$ cat config.mk
export PLATFORM = sky130hd
export DESIGN_NAME = beta_alu_mc
export DESIGN_NICKNAME = d
export VERILOG_FILES = /design/src/rtl/beta_alu_mc.sv
export SDC_FILE = /design/constraint.sdc
export NUM_CORES = 1
export LEC_CHECK = 0
export CAP_MARGIN = 10
export CELL_PAD_IN_SITES_DETAIL_PLACEMENT = 0
export CELL_PAD_IN_SITES_GLOBAL_PLACEMENT = 1
export CORE_MARGIN = 1.5
export CORE_UTILIZATION = 53
export CTS_CLUSTER_DIAMETER = 80
export DETAILED_ROUTE_END_ITERATION = 8
export DONT_BUFFER_PORTS = 1
export PLACE_DENSITY = 0.89
export SETUP_SLACK_MARGIN = 0.1
export SYNTH_ARGS = -nofsm -noshare
export SYNTH_HDL_FRONTEND = slang
export SYNTH_SLANG_ARGS = --single-unit
$ cat constraint.sdc
create_clock -name clk -period 10.4 [get_ports clk]
set_input_delay 1.56 -clock clk [delete_from_list [all_inputs] [get_ports clk]]
set_output_delay 1.56 -clock clk [all_outputs]
set_load 0.02 [all_outputs]
$ cat src/rtl/beta_alu_mc.sv
// beta_alu_mc: ALU with a registered valid/ready result stage. MUL is a radix-2 shift-add
// multiplier that is only built when BETA_ALU_MC_MUL_EN is defined; otherwise 0010 is illegal.
module beta_alu_mc #(
    parameter int WIDTH = 32
) (
    input  logic             clk,
    input  logic             rst_n,
    input  logic             in_valid,
    output logic             in_ready,
    input  logic [3:0]       alu_fn,
    input  logic [WIDTH-1:0] in_a,
    input  logic [WIDTH-1:0] in_b,
    output logic             out_valid,
    input  logic             out_ready,
    output logic [WIDTH-1:0] result,
    output logic             out_zero,
    output logic             out_illegal,
    output logic [1:0]       fsm_state
);
    localparam int SHW = $clog2(WIDTH);

`ifdef BETA_ALU_MC_MUL_EN
    typedef enum logic [1:0] {S_IDLE = 2'd0, S_MUL = 2'd1, S_HOLD = 2'd2} state_t;
`else
    typedef enum logic [1:0] {S_IDLE = 2'd0, S_HOLD = 2'd2} state_t;
`endif

    state_t           state;
    state_t           state_next;
    logic             accept;
    logic             start_mul;
    logic             mul_done;
    logic [WIDTH-1:0] mul_result;
    logic [WIDTH-1:0] op_result;
    logic             op_illegal;
    logic             is_mul_op;
    logic [SHW-1:0]   shamt;

    // Handshake: a request transfers on a rising edge with in_valid && in_ready; a result
    // is consumed on a rising edge with out_valid && out_ready. Both may happen on one edge.
    assign in_ready  = rst_n && (state == S_IDLE) && (!out_valid || out_ready);
    assign accept    = in_valid && in_ready;
    assign start_mul = accept && is_mul_op;
    assign shamt     = in_b[SHW-1:0];
    assign fsm_state = state;

    always_comb begin
        op_result  = '0;
        op_illegal = 1'b0;
        is_mul_op  = 1'b0;
        case (alu_fn)
            4'b0000: op_result = in_a + in_b;
            4'b0001: op_result = in_a - in_b;
`ifdef BETA_ALU_MC_MUL_EN
            4'b0010: is_mul_op = 1'b1;
`endif
            4'b0100: op_result = {{(WIDTH-1){1'b0}}, in_a == in_b};
            4'b0101: op_result = {{(WIDTH-1){1'b0}}, $signed(in_a) < $signed(in_b)};
            4'b0110: op_result = {{(WIDTH-1){1'b0}}, $signed(in_a) <= $signed(in_b)};
            4'b1000: op_result = in_a & in_b;
            4'b1001: op_result = in_a | in_b;
            4'b1010: op_result = in_a ^ in_b;
            4'b1011: op_result = ~(in_a ^ in_b);
            4'b1100: op_result = in_a << shamt;
            4'b1101: op_result = in_a >> shamt;
            4'b1110: op_result = $signed(in_a) >>> shamt;
            default: op_illegal = 1'b1;
        endcase
    end

`ifdef BETA_ALU_MC_MUL_EN
    logic [WIDTH-1:0] mul_a;
    logic [WIDTH-1:0] mul_b;
    logic [WIDTH-1:0] mul_acc;
    logic [WIDTH-1:0] acc_next;
    logic [SHW-1:0]   mul_cnt;

    // One multiplier bit per cycle: add the shifted multiplicand when the current bit is set.
    assign acc_next   = mul_acc + (mul_b[0] ? mul_a : '0);
    assign mul_done   = (state == S_MUL) && (mul_cnt == SHW'(WIDTH - 1));
    assign mul_result = acc_next;

    always_ff @(posedge clk or negedge rst_n) begin
        if (!rst_n) begin
            mul_a   <= '0;
            mul_b   <= '0;
            mul_acc <= '0;
            mul_cnt <= '0;
        end else if (start_mul) begin
            mul_a   <= in_a;
            mul_b   <= in_b;
            mul_acc <= '0;
            mul_cnt <= '0;
        end else if (state == S_MUL) begin
            mul_a   <= mul_a << 1;
            mul_b   <= mul_b >> 1;
            mul_acc <= acc_next;
            mul_cnt <= mul_cnt + SHW'(1);
        end
    end
`else
    assign mul_done   = 1'b0;
    assign mul_result = '0;
`endif

    always_comb begin
        state_next = state;
        case (state)
            S_IDLE: begin
`ifdef BETA_ALU_MC_MUL_EN
                if (start_mul) state_next = S_MUL;
`endif
            end
`ifdef BETA_ALU_MC_MUL_EN
            S_MUL:  if (mul_done) state_next = S_HOLD;
`endif
            S_HOLD: if (out_valid && out_ready) state_next = S_IDLE;
            default: state_next = S_IDLE;
        endcase
    end

    always_ff @(posedge clk or negedge rst_n) begin
        if (!rst_n) begin
            state       <= S_IDLE;
            out_valid   <= 1'b0;
            result      <= '0;
            out_zero    <= 1'b0;
            out_illegal <= 1'b0;
        end else begin
            state <= state_next;
            if (accept && !is_mul_op) begin
                out_valid   <= 1'b1;
                result      <= op_result;
                out_zero    <= (op_result == '0);
                out_illegal <= op_illegal;
            end else if (mul_done) begin
                out_valid   <= 1'b1;
                result      <= mul_result;
                out_zero    <= (mul_result == '0);
                out_illegal <= 1'b0;
            end else if (out_valid && out_ready) begin
                out_valid <= 1'b0;
            end
        end
    end
endmodule

==> flow_summary.yaml, run 1 <==
clocking:
  cts_buffers: 5
  ctsResizeCount: 0
  clock_sinks: 35
  cts_buffer_depth: 2
  h-tree-depth: 2
  post_cts.repair.setup_buffers: 0
  ctsRootBufferMaster: "clkbuf_16"
  clkLatencyLatePin_ns: 0.28
  tritoncts: "yes"
  cts.clk_slew.worst_paths_ns: 0.06
  ctsHoldBuffers: 0
placement:
  port_buffers: 0
  place_inst: 1773
  gp_congestion: 1.11
  dpl.hpwl_mm: 42.4
synth:
  synth_common_cells: "nand2_1 (184), nor2_1 (131), inv_1 (111), a21oi_1 (102), o21ai_0 (102)"
  synth_xor_area_frac: 0.0281
  synth.largest_area_cell: "ha_1"
  synth.most_common_cell: "nand2_1"
  synth_cell_type_count: 89
  synth_edf_count: 0
  synthDominantCellAreaShare: 0.105
  ys_seq_area_frac: 0.0761
  synth_mux_area_frac: 0.169
  syn_area_sq_um: 11500
  ys_seq_elements: 35
  avgSynthCellArea_sq_um: 7.15
  ys.flop_type: "dfrtp_1"
  synth.area.top_cells: "ha_1 (11%), mux4_2 (8.4%), dfrtp_1 (7.6%), nand2_1 (6.0%), mux2i_1 (5.1%)"
  synth_top_family_by_area: "compound AO/OA/AOI/OAI gates"
  yosys_warnings: 0
  synth_fa_ha_area_frac: 0.109
  synth_compound_area_frac: 0.300
  synthCells: 1610
  synthSimpleGateAreaFrac: 0.232
  async_reset_ff_frac: 1.00
detailed_routing:
  ant_nets: 0
  drt_iter0_markers: 2154
  drcViolationCount: 0
  drt_first_pass_iters: 9
  wl_per_cell_um: 31.1
  vias_per_cell: 7.70
  routed_wl_mm: 55.4
  vias: 13700
global_routing:
  antenna_found_initial: 2
  grt_usage: 0.484
  grt_util_met1: 0.637
  use_met3: 0.155
  grt_use_met2: 0.723
  grt_pass1_vias: 12400
  top_usage_layer: "met2"
  grt_max_degree: 97
  grt_pass1_wl_mm: 81.2
  overflow: 0
worst_setup_path:
  crit_path_max_fanout: 45
  reg2reg_slack_ns: 6.30
  arrival_ns: 6.46
  critPathLaunchType: "primary input"
  critPathRequiredTime_ns: 10.60
  crit_type: "in -> reg"
  end_kind: "register"
cells_and_area:
  drive_above_1_share: 0.0830
  area_delta_synth_final_pct: 0.673
  num_antenna_cells: 0
  fin_cells: 1781
  fin_nets: 1676
outcome:
  status: "completed"
sta:
  rsz0062_at_grt: "no"
  fin_setup_tns_ns: 0
  fin_crit_ns: 6.27
  max_freq_mhz: 160
  relSlewSlack: 0.238
  slew_violations: 0
  worst_pin_slew_ns: 1.14
  finClkSkew_ns: 0.00808
  setup_viol: 0
  fin_crit_sh: 0.602
  timing_hold_violations_final: 0
die:
  io_pins: 110
  core_area_sq_um: 21200
  die_y_um: 150
  rows: 53
  die_x_um: 150
  die_area_sq_um: 22600
  start_util: 0.544
pwr:
  vdd_drop_max_v: 0.0000582
  p_per_area_nw_per_um2: 84.8
  p_leak_uw: 0.00481
worst_hold_path:
  hp-class: "reg -> reg"
flow_run:
  cap_viol_max_count: 0
## logic make-up after synthesis
family	count (synthesis)
compound gates	506
xor+xnor	37
fa+ha+maj	99
buf+inv	243
flops	35
mux	134
other cells	1
simple gates	555
## stage by stage
step	utilization	area (sq um)	hold WS, ns	total power, uW	setup WS [ns]
3_5_place_dp	0.540	11400	0.613	783	4.16
5_1_grt	0.548	11600	0.645	1020	3.98
6_report	0.548	11600	0.620	984	4.13
2_1_floorplan	-	11500	0.589	639	3.91
4_1_cts	0.548	11600	0.626	953	4.41
3_3_place_gp	0.540	11400	0.608	781	4.37
## flip-flops by register name, indices dropped and copies added, names as in the netlist
signal	cells
out_illegal	1
result	32
out_valid	1
out_zero	1
## worst paths after layout
check | to | depth (start not counted) | startpoint
max | out_zero$_DFFE_PN0P_ | 14 | in_b[2]
min | result[31]$_DFFE_PN0P_ | 2 | result[31]$_DFFE_PN0P_
max reg2reg | out_zero$_DFFE_PN0P_ | 12 | out_valid$_DFFE_PN0P_
min reg2reg | result[31]$_DFFE_PN0P_ | 2 | result[31]$_DFFE_PN0P_
max in group asynchronous | result[11]$_DFFE_PN0P_ | 0 | rst_n
min in group asynchronous | result[26]$_DFFE_PN0P_ | 0 | rst_n
## where the power goes
| group | switching, uW | leakage (uW) | internal [uW] |
|---|---|---|---|
| logic | 378 | 0.00428 | 211 |
| registers | 62.2 | 0.000442 | 165 |
| clock network | 55.6 | 0.0000838 | 113 |
| total | 495 | 0.00481 | 488 |
## cells in the final DEF (no fill, tap or decap), types with 42 or more instances in the layout
master   count
nor2_1     131
nand3_1     42
inv_1      111
o21ai_0    102
a21oi_1    102
ha_1        97
nand2_1    184
mux2i_1     59
mux4_2      43
nor3_1      43
## worst max-delay path, stage by stage
cell,delay (ns)
inv_2,0.04
buf_4,0.54
ha_1,0.33
o21ba_2,0.20
or4_1,0.50
a2111oi_2,0.79
o21ai_1,0.27
nand2_1,0.17
mux2_2,0.34
a2111oi_0,0.71
o2111ai_1,0.21
nor4_1,0.42
o2111ai_1,0.19
o21ai_1,0.18
## final cells by class
cell class,count,area (sq um)
multi-input combinational,1333,9660
fill,2104,9560
sequential,35,876
inverter,116,435
tap,275,344
clock buffer,5,125
timing repair buffer,14,105
clock inverter,3,43.8
## per-layer routing
layer	routed length (um)	up-vias
met3	8640	230
met1	20800	6477
li1	-	5797
met4	3010	2
met5	11	-
met2	22900	1214
Note: power is estimated with default switching activity, not from simulation.
==> inputs of run 2 (changes only) <==
--- a/config.mk
+++ b/config.mk
@@ -9,11 +9,11 @@
 export CELL_PAD_IN_SITES_DETAIL_PLACEMENT = 0
 export CELL_PAD_IN_SITES_GLOBAL_PLACEMENT = 1
 export CORE_MARGIN = 1.5
-export CORE_UTILIZATION = 53
+export CORE_UTILIZATION = 49
 export CTS_CLUSTER_DIAMETER = 80
 export DETAILED_ROUTE_END_ITERATION = 8
 export DONT_BUFFER_PORTS = 1
-export PLACE_DENSITY = 0.89
+export PLACE_DENSITY = 0.84
 export SETUP_SLACK_MARGIN = 0.1
 export SYNTH_ARGS = -nofsm -noshare
 export SYNTH_HDL_FRONTEND = slang
==> constraint.sdc (replaced) <==
create_clock -name clk -period 6.2 [get_ports clk]
set_input_delay 0.93 -clock clk [delete_from_list [all_inputs] [get_ports clk]]
set_output_delay 0.93 -clock clk [all_outputs]
set_load 0.02 [all_outputs]
==> run 2 against run 1 <==
Wire length rose by 1.6%; flip-flop and latch count stayed put; clock power up 45%; critical endpoint unchanged; combinational power rose by 69%; final cell count grew 2.8%; count of clock-buffer cells in the layout rose by 1; setup slack worse by 3.4 ns; final area up 0.92%; sequential power rose by 64%.
==> flow_summary.yaml, run 2 (same netlist as run 1, synthesis figures left out) <==
clocking:
  post_cts.repair.setup_buffers: 0
  ctsRootBufferMaster: "clkbuf_16"
  cts_buffers: 5
  clock_sinks: 35
  cts_buffer_depth: 2
  h-tree-depth: 2
  cts.clk_slew.worst_paths_ns: 0.05
  clkLatencyLatePin_ns: 0.28
  ctsHoldBuffers: 0
  tritoncts: "yes"
  ctsResizeCount: 0
detailed_routing:
  drt_iter0_markers: 1959
  vias_per_cell: 7.32
  wl_per_cell_um: 30.7
  vias: 13400
  ant_nets: 0
  drcViolationCount: 0
  routed_wl_mm: 56.3
  drt_first_pass_iters: 6
pwr:
  p_leak_uw: 0.00485
  vdd_drop_max_v: 0.000153
  power_frac_comb: 0.617
  p_switching_uw: 815
  sequentialPowerShare: 0.231
  clkPwrFrac: 0.151
  p_per_area_nw_per_um2: 137
  p_sw_frac: 0.507
  p_int_uw: 793
worst_setup_path:
  crit_type: "in -> reg"
  crit_family: "compound AO/OA/AOI/OAI gates"
  startpoint: "in_a[0]"
  reg2reg_slack_ns: 1.99
  crit_cells: 14
  end_kind: "register"
  slowest_stage: "a2111oi_0"
  r2r-start: "out_valid$_DFFE_PN0P_"
  reg2reg_depth: 11
  crit_chain: "inv_1 > ha_1 > fa_1 > o21ba_2 > or4_1 > a2111oi_2 > o21ai_1 > nand2_1 > mux2_2 > a2111oi_0 > o2111ai_1 > nor4_1 > o2111ai_1 > o21ai_1"
  r2r-end: "out_zero$_DFFE_PN0P_"
  max_stage_delay_ns: 0.73
  crit_path_end: "out_zero$_DFFE_PN0P_"
  critPathRequiredTime_ns: 6.41
  arrival_ns: 5.67
  crit_path_max_fanout: 6
  critPathLaunchType: "primary input"
  critical_path_buf_inv_count: 1
cells_and_area:
  largest_reg_flops: 32
  final_common_cell: "nand2_1"
  area_delta_synth_final_pct: 1.60
  largest-register: "result"
  fin_cells: 1831
  layout_common_cells: "nand2_1 (184), nor2_1 (131), inv_1 (111), o21ai_0 (102), a21oi_1 (102)"
  final_util: 0.512
  drive_above_1_share: 0.0890
  fin_nets: 1688
  fill_cells: 2377
die:
  rows: 55
  die_area_sq_um: 24400
  core_area_sq_um: 22800
  io_pins: 110
  die_x_um: 156
  die_y_um: 156
  start_util: 0.504
sta:
  fin_crit_ns: 5.47
  fin_crit_sh: 0.882
  hold_slack_ns: 0.343
  relSlewSlack: 0.170
  fin_setup_tns_ns: 0
  setup_viol: 0
  timing_hold_violations_final: 0
  max_freq_mhz: 183
  worst_pin_slew_ns: 1.21
  rsz0062_at_grt: "no"
  finClkSkew_ns: 0.00369
  slew_violations: 0
global_routing:
  grt_pass1_wl_mm: 81.9
  grt_max_degree: 97
  overflow: 0
  grt_pass1_vias: 12200
  antenna_found_initial: 2
  grt_usage: 0.452
placement:
  place_inst: 1822
  gp_congestion: 1.03
  dpl.hpwl_mm: 43.6
  port_buffers: 0
flow_run:
  cap_viol_max_count: 0
worst_hold_path:
  hp-class: "in -> async"
outcome:
  status: "completed"
## run 2: changes by cell type in the layout (fill, tap and decap cells not counted)
cell       change
nor4bb_2       -1
diode_2        +1
clkbuf_2       +1
buf_4         +11
clkbuf_8       +1
nor4bb_1       +1
clkinv_4       -1
bufinv_16      -1
## run 2: power by group through the flow
stage	clock (uW)	combinational, uW	sequential, uW
detailed placement	0	941	377
global route	263	1040	380
floorplan	0	707	364
CTS	245	947	373
global placement	0	945	375
finish	243	992	372
## run 2: area by class of cell
type	count	area, sq um	share of cell area
Clock inverter	1	5.00	0.000428
Sequential cell	35	876	0.0749
Multi-Input combinational cell	1333	9660	0.825
Timing Repair Buffer	26	193	0.0165
Inverter	116	435	0.0372
Antenna cell	1	2.50	0.000214
Tap cell	313	392	0.0335
Clock buffer	6	139	0.0119
## run 2: worst min path at each step
stage | start | end | slack (ns) | cells after the start
after floorplan | result[16]$_DFFE_PN0P_ | result[16]$_DFFE_PN0P_ | 0.59 | 2
final | rst_n | result[16]$_DFFE_PN0P_ | 0.34 | 0
after global placement | result[23]$_DFFE_PN0P_ | result[23]$_DFFE_PN0P_ | 0.61 | 2
after detailed placement | result[31]$_DFFE_PN0P_ | result[31]$_DFFE_PN0P_ | 0.61 | 2
after global routing | rst_n | result[2]$_DFFE_PN0P_ | 0.33 | 0
after CTS | rst_n | result[16]$_DFFE_PN0P_ | 0.34 | 0
## run 2: per-stage QoR
| stage | total power (uW) | setup slack (ns) | instance area [sq um] |
|---|---|---|---|
| after detailed placement | 1320 | 0.588 | 11500 |
| after global routing | 1690 | 0.536 | 11700 |
| final | 1610 | 0.733 | 11700 |
| after global placement | 1320 | 0.891 | 11500 |
| after floorplan | 1070 | 0.339 | 11500 |
| after CTS | 1570 | 0.854 | 11700 |
## run 2: routing by layer
layer / wire length [um] / up-vias / track usage
met5: 30 / - / 0
met4: 3190 / 4 / 0.220
met3: 7540 / 194 / 0.111
met2: 23100 / 1111 / 0.668
met1: 22400 / 6285 / 0.613
li1: - / 5814 / -
==> inputs of run 3 (changes only) <==
--- a/config.mk
+++ b/config.mk
@@ -6,7 +6,7 @@
 export NUM_CORES = 1
 export LEC_CHECK = 0
 export CAP_MARGIN = 10
-export CELL_PAD_IN_SITES_DETAIL_PLACEMENT = 0
+export CELL_PAD_IN_SITES_DETAIL_PLACEMENT = 1
 export CELL_PAD_IN_SITES_GLOBAL_PLACEMENT = 1
 export CORE_MARGIN = 1.5
 export CORE_UTILIZATION = 49
@@ -14,7 +14,7 @@
 export DETAILED_ROUTE_END_ITERATION = 8
 export DONT_BUFFER_PORTS = 1
 export PLACE_DENSITY = 0.84
-export SETUP_SLACK_MARGIN = 0.1
+export SETUP_SLACK_MARGIN = 0.15
 export SYNTH_ARGS = -nofsm -noshare
 export SYNTH_HDL_FRONTEND = slang
 export SYNTH_SLANG_ARGS = --single-unit
==> run 3 against run 2 <==
Die area unchanged; combinational power increased by 4%; sequential power is 1% higher; register-to-register slack worse by 0.02 ns; hold slack got worse by 0.0067 ns; maximum frequency up 2.0%; count of clock-buffer cells in the layout unchanged; flip-flop and latch count is the same; wire length up 9.0%; core utilization barely moved; largest power group unchanged.
==> flow_summary.yaml, run 3 (same netlist as run 1, synthesis figures left out) <==
worst_setup_path:
  slowest_stage: "a2111oi_0"
  critical_path_buf_inv_count: 1
  critPathLaunchType: "primary input"
  arrival_ns: 5.57
  reg2reg_depth: 11
  crit_path_max_fanout: 6
  crit_chain: "inv_1 > ha_1 > fa_1 > o21ba_2 > or4_1 > a2111oi_2 > o21ai_1 > nand2_1 > mux2_2 > a2111oi_0 > o2111ai_1 > nor4_1 > o2111ai_1 > o21ai_1"
  end_kind: "register"
  critPathRequiredTime_ns: 6.41
  crit_type: "in -> reg"
  crit_family: "compound AO/OA/AOI/OAI gates"
  max_stage_delay_ns: 0.72
  crit_cells: 14
  reg2reg_slack_ns: 1.97
cells_and_area:
  largest-register: "result"
  fin_nets: 1688
  drive_above_1_share: 0.0890
  largest_reg_flops: 32
  layout_common_cells: "nand2_1 (184), nor2_1 (131), inv_1 (111), o21ai_0 (102), a21oi_1 (102)"
  final_common_cell: "nand2_1"
  final_util: 0.512
  num_antenna_cells: 0
  area_delta_synth_final_pct: 1.58
  fill_cells: 2957
sta:
  finClkSkew_ns: 0.00414
  max_freq_mhz: 187
  fin_crit_sh: 0.865
  slew_violations: 0
  hold_slack_ns: 0.336
  setup_viol: 0
  fin_crit_ns: 5.36
  worst_pin_slew_ns: 1.26
  relSlewSlack: 0.138
  timing_hold_violations_final: 0
  rsz0062_at_grt: "no"
  fin_setup_tns_ns: 0
clocking:
  cts.clk_slew.worst_paths_ns: 0.06
  ctsHoldBuffers: 0
  ctsResizeCount: 0
  cts_buffers: 5
  ctsRootBufferMaster: "clkbuf_16"
  cts_buffer_depth: 2
  post_cts.repair.setup_buffers: 0
  clock_sinks: 35
  tritoncts: "yes"
  clkLatencyLatePin_ns: 0.28
  h-tree-depth: 2
die:
  io_pins: 110
  die_y_um: 156
  die_area_sq_um: 24400
  die_x_um: 156
  core_area_sq_um: 22800
  start_util: 0.504
  rows: 55
global_routing:
  grt_max_degree: 97
  overflow: 0
  grt_usage: 0.493
  antenna_found_initial: 2
  grt_pass1_wl_mm: 89.7
  grt_pass1_vias: 13700
detailed_routing:
  drcViolationCount: 0
  drt_iter0_markers: 2041
  vias: 14100
  wl_per_cell_um: 33.5
  routed_wl_mm: 61.3
  vias_per_cell: 7.71
  drt_first_pass_iters: 8
  ant_nets: 0
placement:
  gp_congestion: 1.03
  dpl.hpwl_mm: 47.3
  port_buffers: 0
pwr:
  p_leak_uw: 0.00485
  vdd_drop_max_v: 0.000136
  p_per_area_nw_per_um2: 142
  power_uw: 1660
outcome:
  status: "completed"
flow_run:
  cap_viol_max_count: 0
worst_hold_path:
  hp-class: "in -> async"
run 3: changes by cell type in the layout (fill, tap and decap cells not counted):
cell / change
buf_2: +1
clkbuf_2: -1
diode_2: -1
run 3: final timing paths:
path                                         from                      to
min                                         rst_n  result[16]$_DFFE_PN0P_
min in group clk           result[14]$_DFFE_PN0P_  result[14]$_DFFE_PN0P_
max reg2reg                 out_valid$_DFFE_PN0P_    out_zero$_DFFE_PN0P_
max                                       in_a[0]    out_zero$_DFFE_PN0P_
min reg2reg                result[14]$_DFFE_PN0P_  result[14]$_DFFE_PN0P_
max in group asynchronous                   rst_n  result[27]$_DFFE_PN0P_
run 3: report_power, final:
part           switching [uW]  internal [uW]  leakage (uW)  total [uW]
Clock                    94.8            157     0.0000727         252
Sequential                101            276      0.000442         377
Combinational             674            361       0.00434        1030
run 3: layout make-up:
| class | instances | area [sq um] | area share |
|---|---|---|---|
| tap | 313 | 392 | 0.0335 |
| sequential | 35 | 876 | 0.0749 |
| clock inverter | 1 | 5.00 | 0.000428 |
| clock buffer | 6 | 139 | 0.0119 |
| multi-input combinational | 1333 | 9660 | 0.826 |
| inverter | 116 | 435 | 0.0372 |
| timing repair buffer | 26 | 193 | 0.0165 |
run 3: per-stage QoR:
stage          cell area, sq um  std cells  setup WS, ns
6_report                  11700       1830         0.840
5_1_grt                   11700       1830         0.780
4_1_cts                   11700       1829          1.05
3_5_place_dp              11500       1822         0.777
3_3_place_gp              11500       1822         0.891
2_1_floorplan             11500       1611         0.339
run 3: worst register-to-register path: stages (launching register included):
cell and delay [ns]:
dfrtp_1 0.46, nand2b_1 0.15, and3_1 0.46, o211a_1 0.22, o21ai_0 0.10, or4_4 0.48
or4_1 0.62, or4_1 0.41, or4_1 0.43, nor4_1 0.48, o2111ai_1 0.19, o21ai_1 0.16
run 3: routing by layer:
metal  track usage  up-vias  part of all wire
met4         0.263        4             0.063
met5             0        -           0.00038
met1         0.641     6846              0.38
met2         0.746     1182              0.42
li1              -     5820                 -
met3         0.127      257              0.14
